[src/rtl/muldiv_pkg.sv]
`default_nettype none
// ============================================================================
//  Module   : muldiv_pkg
//  Brief    : Shared op/state encodings and helpers for the multiply/divide unit.
//  Revision : 1.0  initial release
// ============================================================================
package muldiv_pkg;

    localparam int MD_ITER = 32;

    typedef enum logic [1:0] {
        OP_MULT  = 2'b00,
        OP_MULTU = 2'b01,
        OP_DIV   = 2'b10,
        OP_DIVU  = 2'b11
    } md_op_e;

    typedef enum logic [1:0] {
        ST_IDLE = 2'd0,
        ST_MUL  = 2'd1,
        ST_DIV  = 2'd2,
        ST_FIX  = 2'd3
    } md_state_e;

    // Magnitude of a two's-complement operand; unsigned ops pass through.
    function automatic logic [31:0] md_mag(input logic [31:0] v, input logic is_signed);
        return (is_signed && v[31]) ? (~v + 32'd1) : v;
    endfunction

endpackage
`default_nettype wire

[src/rtl/muldiv_unit_if.sv]
`default_nettype none
// ============================================================================
//  Module   : muldiv_unit_if
//  Brief    : Request/response bundle between a pipeline and the muldiv unit.
//  Revision : 1.0  initial release
// ============================================================================
interface muldiv_unit_if;
    logic        start;
    logic [1:0]  op;
    logic [31:0] a;
    logic [31:0] b;
    logic        mthi_en;
    logic        mtlo_en;
    logic [31:0] wdata;
    logic        busy;
    logic        done;
    logic [31:0] hi;
    logic [31:0] lo;

    modport master (
        output start, op, a, b, mthi_en, mtlo_en, wdata,
        input  busy, done, hi, lo
    );

    modport slave (
        input  start, op, a, b, mthi_en, mtlo_en, wdata,
        output busy, done, hi, lo
    );
endinterface
`default_nettype wire

[src/rtl/muldiv_unit.sv]
`default_nettype none
// ============================================================================
//  Module   : muldiv_unit
//  Brief    : Iterative 32x32 multiply / 32/32 divide with HI/LO result regs.
//  Revision : 1.0  initial release
// ============================================================================
module muldiv_unit
    import muldiv_pkg::*;
(
    input  wire logic     clk,
    input  wire logic     reset_n,
    muldiv_unit_if.slave  bus
);

    localparam logic [4:0] c_last_iter = 5'(MD_ITER - 1);

    md_state_e   r_state;
    logic [4:0]  r_cnt;
    logic [63:0] r_acc;
    logic [31:0] r_mcand;
    logic        r_neg_q;
    logic        r_neg_r;
    logic        r_bzero;
    logic        r_is_div;
    logic [31:0] r_hi;
    logic [31:0] r_lo;
    logic        r_busy;
    logic        r_done;

    logic        w_signed;
    logic [31:0] w_a_mag;
    logic [31:0] w_b_mag;
    logic [32:0] w_add;
    logic [32:0] w_sub;
    logic [63:0] w_prod;
    logic [31:0] w_quo;
    logic [31:0] w_rem;

    assign w_signed = (md_op_e'(bus.op) == OP_MULT) || (md_op_e'(bus.op) == OP_DIV);
    assign w_a_mag  = md_mag(bus.a, w_signed);
    assign w_b_mag  = md_mag(bus.b, w_signed);

    // Both ops keep {upper, lower} in r_acc: product/multiplier for MUL,
    // remainder/quotient for DIV, so one load path serves both.
    assign w_add  = {1'b0, r_acc[63:32]} + {1'b0, (r_acc[0] ? r_mcand : 32'd0)};
    assign w_sub  = r_acc[63:31] - {1'b0, r_mcand};

    assign w_prod = r_neg_q ? (~r_acc + 64'd1) : r_acc;
    assign w_quo  = r_bzero ? 32'hFFFF_FFFF
                            : (r_neg_q ? (~r_acc[31:0] + 32'd1) : r_acc[31:0]);
    assign w_rem  = r_neg_r ? (~r_acc[63:32] + 32'd1) : r_acc[63:32];

    always_ff @(posedge clk or negedge reset_n) begin
        if (!reset_n) begin
            r_state  <= ST_IDLE;
            r_cnt    <= '0;
            r_acc    <= '0;
            r_mcand  <= '0;
            r_neg_q  <= 1'b0;
            r_neg_r  <= 1'b0;
            r_bzero  <= 1'b0;
            r_is_div <= 1'b0;
            r_hi     <= '0;
            r_lo     <= '0;
            r_busy   <= 1'b0;
            r_done   <= 1'b0;
        end else begin
            r_done <= 1'b0;
            case (r_state)
                ST_IDLE: begin
                    if (bus.mthi_en) r_hi <= bus.wdata;
                    if (bus.mtlo_en) r_lo <= bus.wdata;
                    if (bus.start) begin
                        r_state  <= bus.op[1] ? ST_DIV : ST_MUL;
                        r_busy   <= 1'b1;
                        r_cnt    <= '0;
                        r_acc    <= {32'd0, w_a_mag};
                        r_mcand  <= w_b_mag;
                        r_is_div <= bus.op[1];
                        r_bzero  <= bus.op[1] && (bus.b == 32'd0);
                        r_neg_q  <= w_signed && (bus.a[31] ^ bus.b[31]);
                        r_neg_r  <= w_signed && bus.op[1] && bus.a[31];
                    end
                end
                ST_MUL, ST_DIV: begin
                    if (r_state == ST_MUL)
                        r_acc <= {w_add, r_acc[31:1]};
                    else if (w_sub[32])
                        r_acc <= {r_acc[62:0], 1'b0};
                    else
                        r_acc <= {w_sub[31:0], r_acc[30:0], 1'b1};
                    r_cnt <= r_cnt + 5'd1;
                    if (r_cnt == c_last_iter) r_state <= ST_FIX;
                end
                ST_FIX: begin
                    if (r_is_div) begin
                        r_hi <= w_rem;
                        r_lo <= w_quo;
                    end else begin
                        r_hi <= w_prod[63:32];
                        r_lo <= w_prod[31:0];
                    end
                    r_done  <= 1'b1;
                    r_busy  <= 1'b0;
                    r_state <= ST_IDLE;
                end
                default: r_state <= ST_IDLE;
            endcase
        end
    end

    assign bus.busy = r_busy;
    assign bus.done = r_done;
    assign bus.hi   = r_hi;
    assign bus.lo   = r_lo;

endmodule
`default_nettype wire

[src/flat_wrapper.sv]
// flat-port wrapper written by rule: the top's interface ports become plain ports
module muldiv_unit_flat import muldiv_pkg::*;
  (clk, reset_n, bus_start, bus_op, bus_a, bus_b, bus_mthi_en, bus_mtlo_en, bus_wdata, bus_busy, bus_done, bus_hi, bus_lo);
  muldiv_unit_if bus_i ();
  input  wire logic clk;
  input  wire logic reset_n;
  input wire logic [$bits(bus_i.start)-1:0] bus_start;
  input wire logic [$bits(bus_i.op)-1:0] bus_op;
  input wire logic [$bits(bus_i.a)-1:0] bus_a;
  input wire logic [$bits(bus_i.b)-1:0] bus_b;
  input wire logic [$bits(bus_i.mthi_en)-1:0] bus_mthi_en;
  input wire logic [$bits(bus_i.mtlo_en)-1:0] bus_mtlo_en;
  input wire logic [$bits(bus_i.wdata)-1:0] bus_wdata;
  output wire logic [$bits(bus_i.busy)-1:0] bus_busy;
  output wire logic [$bits(bus_i.done)-1:0] bus_done;
  output wire logic [$bits(bus_i.hi)-1:0] bus_hi;
  output wire logic [$bits(bus_i.lo)-1:0] bus_lo;
  assign bus_i.start = bus_start;
  assign bus_i.op = bus_op;
  assign bus_i.a = bus_a;
  assign bus_i.b = bus_b;
  assign bus_i.mthi_en = bus_mthi_en;
  assign bus_i.mtlo_en = bus_mtlo_en;
  assign bus_i.wdata = bus_wdata;
  assign bus_busy = bus_i.busy;
  assign bus_done = bus_i.done;
  assign bus_hi = bus_i.hi;
  assign bus_lo = bus_i.lo;
  muldiv_unit u_core (.clk(clk), .reset_n(reset_n), .bus(bus_i));
endmodule
[config.mk]
export PLATFORM = sky130hd
export DESIGN_NAME = muldiv_unit_flat
export DESIGN_NICKNAME = d
export VERILOG_FILES = /design/src/rtl/muldiv_pkg.sv /design/src/rtl/muldiv_unit_if.sv /design/src/rtl/muldiv_unit.sv /design/src/flat_wrapper.sv
export SDC_FILE = /design/constraint.sdc
export NUM_CORES = 1
export LEC_CHECK = 0
export ABC_CLOCK_PERIOD_IN_PS = 7470
export CORE_ASPECT_RATIO = 0.7
export CORE_MARGIN = 10
export CORE_UTILIZATION = 40
export CTS_CLUSTER_DIAMETER = 150
export CTS_CLUSTER_SIZE = 40
export DETAILED_ROUTE_END_ITERATION = 6
export GPL_TIMING_DRIVEN = 0
export PLACE_DENSITY = 0.68
export SLEW_MARGIN = 20
export SYNTH_ARGS = -nofsm -noshare
export SYNTH_HDL_FRONTEND = slang
export SYNTH_SLANG_ARGS = --single-unit
[constraint.sdc]
create_clock -name clk -period 7.47 [get_ports clk]
set_input_delay 1.1205 -clock clk [delete_from_list [all_inputs] [get_ports clk]]
set_output_delay 1.1205 -clock clk [all_outputs]
set_load 0.02 [all_outputs]
==> Word level (Yosys, flattened, before mapping) <==
Cells that the tools add are included.
{ "word_totals": {"reg_bits": 173, "out_inout_bits": 66, "in_bits": 103, "word_cells": 80} }
{ "classes": {"n_mux": 26, "bitwise": 6, "n_reduce_logical": 19, "n_eq_ne": 9, "add_sub_neg": 8} }
{ "ops": {"columns": ["operator", "n"], "rows": [
  ["32-bit 2-to-1 mux", 10],
  ["64-bit 2-to-1 mux", 4],
  ["32-bit by 1-bit adder with 32-bit output, second input constant", 4],
  ["32-bit NOT", 4],
  ["32-bit case mux with 2 select lines", 2],
  ["64-bit case mux with 2 select lines", 1],
  ["64-bit by 1-bit adder with 64-bit output, second input constant", 1],
  ["64-bit NOT", 1],
  ["32-bit by 32-bit adder with 33-bit output", 1],
  ["33-bit by 32-bit subtractor with 33-bit output", 1],
  ["32-bit logical NOT", 1],
  ["2-bit AND reduction", 6],
  ["5-bit case mux with 2 select lines", 1],
  ["2-bit == test, second input constant", 3],
  ["1-bit logical AND", 6],
  ["2-bit 2-to-1 mux", 3],
  ["2-bit != test, second input constant", 3],
  ["2-bit case mux with 3 select lines", 1],
  ["5-bit by 1-bit adder with 5-bit output, second input constant", 1],
  ["5-bit == test, second input constant", 1],
  ["5-bit 2-to-1 mux", 1],
  ["2-bit logical NOT", 2],
  ["2-bit nonzero test", 2],
  ["2-bit by 1-bit == test with 1-bit output, second input constant", 1],
  ["other kinds (6)", 7]
]} }

==> Logic depth before layout (Yosys ltp) <==
Gate-level depths: netlist of the first run.
{ "logic_depth": {"depth_word": 6, "mapped_depth": 14, "ltp_nobuf": 13} }

==> Least setup slack after synthesis of the first run <==
No wires, ideal clock.
{ "synth_timing": {"kind": "input-to-reg", "startpoint": "in bus_b[4]", "endpoint": "reg u_core.r_mcand[27]", "cell_stages": 9, "required_time_ns": 7.336, "setup_ns": 0.134, "path_slack_ns": 4.175, "path_buffers": 0, "t_arrival_ns": 3.161, "cell_sequence": "or3_1 or3_1 or3b_1 nor3_1 and2_1 and3_1 a21oi_1 xnor2_1 o21ai_0"} }
{ "synth_between": {"elab_chain_cells": 3} }
{ "synth_lines": {"columns": ["item", "line_no", "rtl"], "rows": [
  ["start, declared", "flat_wrapper.sv:10", "input wire logic [$bits(bus_i.b)-1:0] bus_b;"],
  ["32-bit NOT", "muldiv_pkg.sv:27", "return (is_signed && v[31]) ? (~v + 32'd1) : v;"],
  ["32-bit by 1-bit adder with 32-bit output", "muldiv_pkg.sv:27", null],
  ["32-bit 2-to-1 mux", "muldiv_pkg.sv:27", null],
  ["end signal, assigned", "muldiv_unit.sv:78", "r_mcand <= w_b_mag;"],
  ["end, declared", "muldiv_unit.sv:20", "logic [31:0] r_mcand;"]
]} }
Every way passes these cells.
A chain may end at the register's enable or synchronous reset.

==> Worst setup path after layout of the first run <==
{ "layout_timing": {"startpoint": "reg u_core.r_acc[0]", "endpoint": "reg u_core.r_acc[56]"} }
{ "layout_between": {"elab_chain_cells": 4} }
{ "layout_lines": {"columns": ["item", "line_no", "rtl"], "rows": [
  ["start, declared", "muldiv_unit.sv:19", "logic [63:0] r_acc;"],
  ["start signal, assigned", "muldiv_unit.sv:77", "r_acc <= {32'd0, w_a_mag};"],
  ["start signal, assigned", "muldiv_unit.sv:87", "r_acc <= {w_add, r_acc[31:1]};"],
  ["start signal, assigned", "muldiv_unit.sv:89", "r_acc <= {r_acc[62:0], 1'b0};"],
  ["32-bit 2-to-1 mux", "muldiv_unit.sv:45", "assign w_add = {1'b0, r_acc[63:32]} + {1'b0, (r_acc[0] ? r_mcand : 32'd0)};"],
  ["32-bit by 32-bit adder with 33-bit output", "muldiv_unit.sv:45", null],
  ["64-bit 2-to-1 mux", "muldiv_unit.sv:86", "if (r_state == ST_MUL)"],
  ["64-bit case mux with 2 select lines", "muldiv_unit.sv:69", "case (r_state)"]
]} }
Every way passes these cells.

==> results of run 1 <==
==> cell type report <==
type / count / area share
buffer: 109 / 0.0251
clock buffer: 17 / 0.0244
clock inverter: 15 / 0.00754
inverter: 73 / 0.0157
multi-input combinational: 1498 / 0.545
sequential: 173 / 0.248
tap: 480 / 0.0345
timing repair buffer: 169 / 0.0993
==> synthesized netlist by cell type, types with 9 or more instances <==
library cell	count	share of area
nand3_1	33	0.011
and2_1	9	0.0039
o31ai_1	20	0.010
clkbuf_1	95	0.025
or3_1	11	0.0047
nor4_1	20	0.0086
nand2_1	245	0.063
o21ai_1	17	0.0059
mux2i_1	73	0.050
nor3_1	40	0.014
o211ai_1	13	0.0067
a21o_1	28	0.014
nand2b_1	17	0.0073
ha_1	73	0.063
nor2b_1	10	0.0043
a21oi_1	118	0.041
inv_1	72	0.019
nand4_1	9	0.0039
a31oi_1	21	0.0090
o21ai_0	230	0.079
and3_1	12	0.0052
or4_1	10	0.0052
xnor2_1	107	0.064
a22oi_1	20	0.010
dfrtp_1	173	0.30
a211oi_1	14	0.0072
o22ai_1	29	0.012
nor2_1	139	0.036
xor2_1	66	0.040
==> through the flow <==
stage	setup TNS, ns	power (uW)	worst slack [ns]	utilization
2_1_floorplan	0	6210	4.17	-
3_3_place_gp	-383.41	8300	-2.25	0.468
3_5_place_dp	0	8430	2.99	0.470
4_1_cts	0	9340	3.30	0.485
5_1_grt	0	10200	2.94	0.485
6_report	0	9530	3.15	0.485
==> cells by family (layout without fill, tap and decap cells) <==
kind of cell	count (synthesis)	after routing	share of synthesized area
AO/OA/AOI/OAI	577	577	0.238
XOR/XNOR	173	173	0.104
adder cells (fa/ha/maj)	75	75	0.0656
buffers and inverters	182	383	0.0489
flip-flops	173	173	0.298
multiplexers	78	78	0.0541
AND/OR/NAND/NOR	595	595	0.192
==> power groups by stage <==
| stage | Sequential (uW) | Clock (uW) | Combinational, uW |
|---|---|---|---|
| after floorplan | 1930 | 0 | 4270 |
| after global placement | 1930 | 0 | 6370 |
| after detailed placement | 1940 | 0 | 6490 |
| after CTS | 1930 | 898 | 6520 |
| after global routing | 2000 | 941 | 7250 |
| final | 1960 | 896 | 6670 |
==> per-layer routing <==
metal / vias to the layer above / wire length [um] / global-route usage
met2: 726 / 22300 / 0.327
met1: 7335 / 25600 / 0.358
met5: - / 9 / 0
met3: 82 / 6780 / 0.0849
met4: 2 / 1080 / 0.0584
li1: 7006 / - / -
==> path summary, 6_finish.rpt <==
| path | endpoint | cells after the start | slack (ns) |
|---|---|---|---|
| setup / recovery | u_core.r_acc[56] | 13 | 3.15 |
| hold / removal | u_core.bus.hi[16] | 1 | 0.48 |
| setup reg to reg | u_core.r_acc[56] | 13 | 3.15 |
| hold reg to reg | u_core.bus.hi[23] | 2 | 0.48 |
| max in group asynchronous | u_core.r_mcand[4] | 3 | 5.89 |
| min in group clk | u_core.bus.hi[23] | 2 | 0.48 |
==> state kept, by name, summed over array words and instances, names as in the netlist <==
| signal | flops |
|---|---|
| u_core.r_neg_q | 1 |
| u_core.r_cnt | 5 |
| u_core.r_acc | 64 |
| u_core.r_mcand | 32 |
| u_core.bus.busy | 1 |
| u_core.bus.done | 1 |
| u_core.r_state | 2 |
| u_core.r_neg_r | 1 |
| u_core.r_is_div | 1 |
| u_core.bus.lo | 32 |
| u_core.bus.hi | 32 |
| u_core.r_bzero | 1 |
==> worst max-delay path, cell delays in order, from the launching register on <==
cell	delay, ns
dfrtp_1	0.52
inv_1	0.32
clkbuf_1	0.45
nor2_1	0.12
ha_1	0.38
a21oi_1	0.20
o211ai_1	0.17
a2bb2oi_1	0.51
o2111a_1	0.33
o31ai_1	0.12
a2111oi_0	0.60
nor4_1	0.11
a211oi_1	0.24
o21ai_1	0.10
==> impl_metrics.tcl, run 1 <==
set metrics [dict create \
    final_cell_mix "245 x nand2_1, 230 x o21ai_0, 173 x dfrtp_1, 166 x clkdlybuf4s50_1, 139 x nor2_1" \
    postPlaceCellArea_sq_mm 0.0169 \
    instances_no_fill 2534 \
    crit_required_ns 7.80 \
    synthCells 1853 \
    p_leak_uw 0.00729 \
    ys_types 85 \
    cts_tree "done" \
    p_seq_frac 0.206 \
    status "completed" \
    dp_hpwl_mm 44.8 \
    vias 15200 \
    post_drt_wl_per_cell_um 22.0 \
    drc 0 \
    drtPass1Iterations 6 \
    gp_congestion 0.976 \
    slew_viol_final 0 \
    post_synth.cell_area_avg_sq_um 7.85 \
    via_per_inst 5.98 \
    post_cts_buffers 0 \
    p_per_area_mw_per_mm2 547 \
    skew_ns 0.0195 \
    startpoint "u_core.r_acc[0]" \
    clkSlewWorstSetupHoldPaths_ns 0.09 \
    synth-edff-count 0 \
    multi_input_area_sq_mm 0.00950 \
    drv_cap 0 \
    die_width_um 248 \
    row_count 58 \
    cp_max_fo 10 \
    start_util 0.405 \
    hold_slack_ns 0.482 \
    yosysSeqAreaShare 0.298 \
    path_class "reg -> reg" \
    rsz0062_at_grt "no" \
    final_common_cell "nand2_1" \
    drive_above_1_share 0.0380 \
    hold_viol 0 \
    die_y_um 180 \
    post_cts_resized 0 \
    power_switching_uw 5190 \
    synth_seq_cells 173 \
    synthArstFlopShare 1.00 \
    gr-total-overflow 0 \
    synth_flop_cell "dfrtp_1" \
    layout_min_cycle_time_ns 4.32 \
    grt_pass1_wl_mm 84.9 \
    final_area_sq_mm 0.0174 \
    root_buffer "clkbuf_16" \
    grt_pass1_vias 14200 \
    fillers 3522 \
    worstMarginPinSlew_ns 0.898 \
    htreeDepth 4 \
    syn_nets 2031 \
    intPower_uw 4340 \
    cp.arrival_ns 4.65 \
    insertion_delay_ns 0.47 \
    die_area_sq_mm 0.0445 \
    fin_nets 2219 \
    fin_crit_sh 0.578 \
    power_frac_comb 0.700 \
    syn_area_sq_mm 0.0145 \
    grt_use_total 0.243 \
    ctsHoldBuffers 0 \
    antenna_left 0 \
    register_area_sq_mm 0.00433 \
    antenna_found_initial 2 \
    min_path_type "in -> async" \
    area_growth_syn_to_layout_pct 19.9 \
    slew_headroom 0.398 \
    worstSetupStartpointType "flop" \
    p_clk_frac 0.094 \
    yosysWarnings 0 \
    fmax_mhz 232 \
    core_area_sq_mm 0.0359 \
    r2r_start "u_core.r_acc[0]" \
    cts.sinks 173 \
    ioPinCount 169 \
    wl_mm 55.8 \
    cp-end-kind "flop" \
    grt_max_degree 77 \
    cts_buffer_depth 2 \
    max-vdd-ir-drop_mv 0.249 \
    cts_buffers 17 \
    dp_cells 2502 \
    n_antenna_cell 0 \
    drtIter0Drc 1775 \
    swShare 0.545 \
    port_buffers 167 \
    finalSetupViolCount 0 \
]
No activity file was read; power rests on OpenSTA's default activity.
==> inputs of run 2 (changes only) <==
--- a/config.mk
+++ b/config.mk
@@ -5,7 +5,7 @@
 export SDC_FILE = /design/constraint.sdc
 export NUM_CORES = 1
 export LEC_CHECK = 0
-export ABC_CLOCK_PERIOD_IN_PS = 7470
+export ABC_CLOCK_PERIOD_IN_PS = 4160
 export CORE_ASPECT_RATIO = 0.7
 export CORE_MARGIN = 10
 export CORE_UTILIZATION = 40
==> constraint.sdc (replaced) <==
create_clock -name clk -period 4.16 [get_ports clk]
set_input_delay 0.624 -clock clk [delete_from_list [all_inputs] [get_ports clk]]
set_output_delay 0.624 -clock clk [all_outputs]
set_load 0.02 [all_outputs]
==> impl_metrics.tcl, run 2 (synthesis results as in run 1) <==
set metrics [dict create \
    worstMarginPinSlew_ns 0.897 \
    max_flop_register "u_core.r_acc" \
    fin_crit_sh 0.955 \
    place_ws_ns -0.00699 \
    post-route-util 0.486 \
    cts.sinks 173 \
    path_delay_family "compound AO/OA/AOI/OAI gates" \
    grt_max_degree 77 \
    drtPass1Iterations 6 \
    cp_max_fo 10 \
    die_width_um 248 \
    cts_buffers 17 \
    final_cell_mix "245 x nand2_1, 230 x o21ai_0, 173 x dfrtp_1, 166 x clkdlybuf4s50_1, 139 x nor2_1" \
    gr-total-overflow 0 \
    ioPinCount 169 \
    drtIter0Drc 1746 \
    setup_slack_ns 0.189 \
    finalSetupViolCount 0 \
    p_leak_uw 0.00730 \
    row_count 58 \
    slew_headroom 0.399 \
    finalPower_uw 17100 \
    port_buffers 167 \
    fmax_mhz 252 \
    clkSlewWorstSetupHoldPaths_ns 0.08 \
    skew_ns 0.0166 \
    cts_buffer_depth 2 \
    dp_hpwl_mm 44.8 \
    slowest_delay_ns 0.53 \
    start_util 0.405 \
    path_class "reg -> reg" \
    largest_reg_flops 64 \
    rsz0062_at_grt "no" \
    p_per_area_mw_per_mm2 981 \
    min_path_type "reg -> reg" \
    insertion_delay_ns 0.47 \
    htreeDepth 4 \
    status "completed" \
    crit_required_ns 4.49 \
    crit_chain "inv_2 -> clkbuf_2 -> nor2_1 -> ha_1 -> o21ai_0 -> a2111oi_1 -> a2bb2oi_2 -> o2111a_1 -> o31ai_1 -> a2111oi_0 -> o211a_1 -> a211oi_1 -> o21ai_1" \
    drc 0 \
    die_y_um 180 \
    n_antenna_cell 0 \
    via_per_inst 5.98 \
    die_area_sq_mm 0.0445 \
    area_growth_syn_to_layout_pct 20.0 \
    grt_use_total 0.243 \
    cp.arrival_ns 4.30 \
    root_buffer "clkbuf_16" \
    slew_viol_final 0 \
    critPathBufInv 2 \
    antenna_found_initial 2 \
    grt_pass1_wl_mm 85.0 \
    drive_above_1_share 0.0399 \
    worstSetupStartpointType "flop" \
    final_common_cell "nand2_1" \
    core_area_sq_mm 0.0359 \
    layout_min_cycle_time_ns 3.97 \
    post_cts_buffers 0 \
    antenna_left 0 \
    cp-end-kind "flop" \
    gp_congestion 0.976 \
    post_drt_wl_per_cell_um 22.0 \
    cts_tree "done" \
    wl_mm 55.8 \
    fin_nets 2220 \
    drv_cap 0 \
    vias 15200 \
    hold_viol 0 \
    cp_slowest_cell "dfrtp_1" \
    max-vdd-ir-drop_mv 0.446 \
    grt_pass1_vias 14200 \
]
[run 2: cell types whose count changed in the layout (fill, tap and decap cells not counted), moves of 2 or more]
cell       before  now
clkbuf_2        1    3
a2111oi_0       5    3
clkbuf_1       95   93
a2111oi_1       0    2
[run 2: path summary, 6_finish.rpt]
kind | start | endpoint | slack, ns | cells past startpoint
max | u_core.r_acc[0] | u_core.r_acc[56] | 0.19 | 13
min | u_core.bus.hi[23] | u_core.bus.hi[23] | 0.48 | 2
max reg2reg | u_core.r_acc[0] | u_core.r_acc[56] | 0.19 | 13
min reg2reg | u_core.bus.hi[23] | u_core.bus.hi[23] | 0.48 | 2
max in group asynchronous | reset_n | u_core.r_mcand[4] | 2.48 | 4
min in group asynchronous | reset_n | u_core.bus.hi[16] | 0.59 | 2
[run 2: through the flow]
stage | instances | cell area [sq um] | setup TNS (ns) | hold WS (ns)
3_3_place_gp | 2500 | 16800 | -870.15 | 0.464
2_1_floorplan | 1853 | 14500 | 0 | 0.328
3_5_place_dp | 2502 | 16900 | -0.00699 | 0.470
5_1_grt | 2535 | 17500 | 0 | 0.501
4_1_cts | 2535 | 17400 | 0 | 0.486
6_report | 2535 | 17500 | 0 | 0.481
[run 2: routing by layer]
metal	vias up	track usage	share of wire
met5	-	0	0.00016
met3	82	0.0847	0.12
met4	2	0.0586	0.019
met1	7340	0.358	0.46
met2	713	0.328	0.40
li1	7016	-	-
[run 2: layout make-up]
cell class,count,area [sq um]
fillers,3516,18500
multi-input cells,1498,9510
inverters,73,274
clock buffers,17,425
well taps,480,601
clock inverters,15,131
repair buffers,170,1740
plain buffers,109,439
flip-flops and latches,173,4330
[run 2: what timing repair did]
action / in CTS / in global routing
resized for setup: 1 / 7
endpoints found under the setup margin: 1 / 11
hold buffers: 1 / 0
endpoints found under the hold margin: 4 / 0
[run 2: tightest hold or removal path, cell delays in order, from the launching register on]
cell	delay, ns
dfrtp_1	0.34
nand2_1	0.05
o21ai_0	0.06
[run 2: where the power goes]
group	switching, uW	internal, uW
combinational	7500	4490
clock	817	787
sequential	1000	2520
total	9320	7790
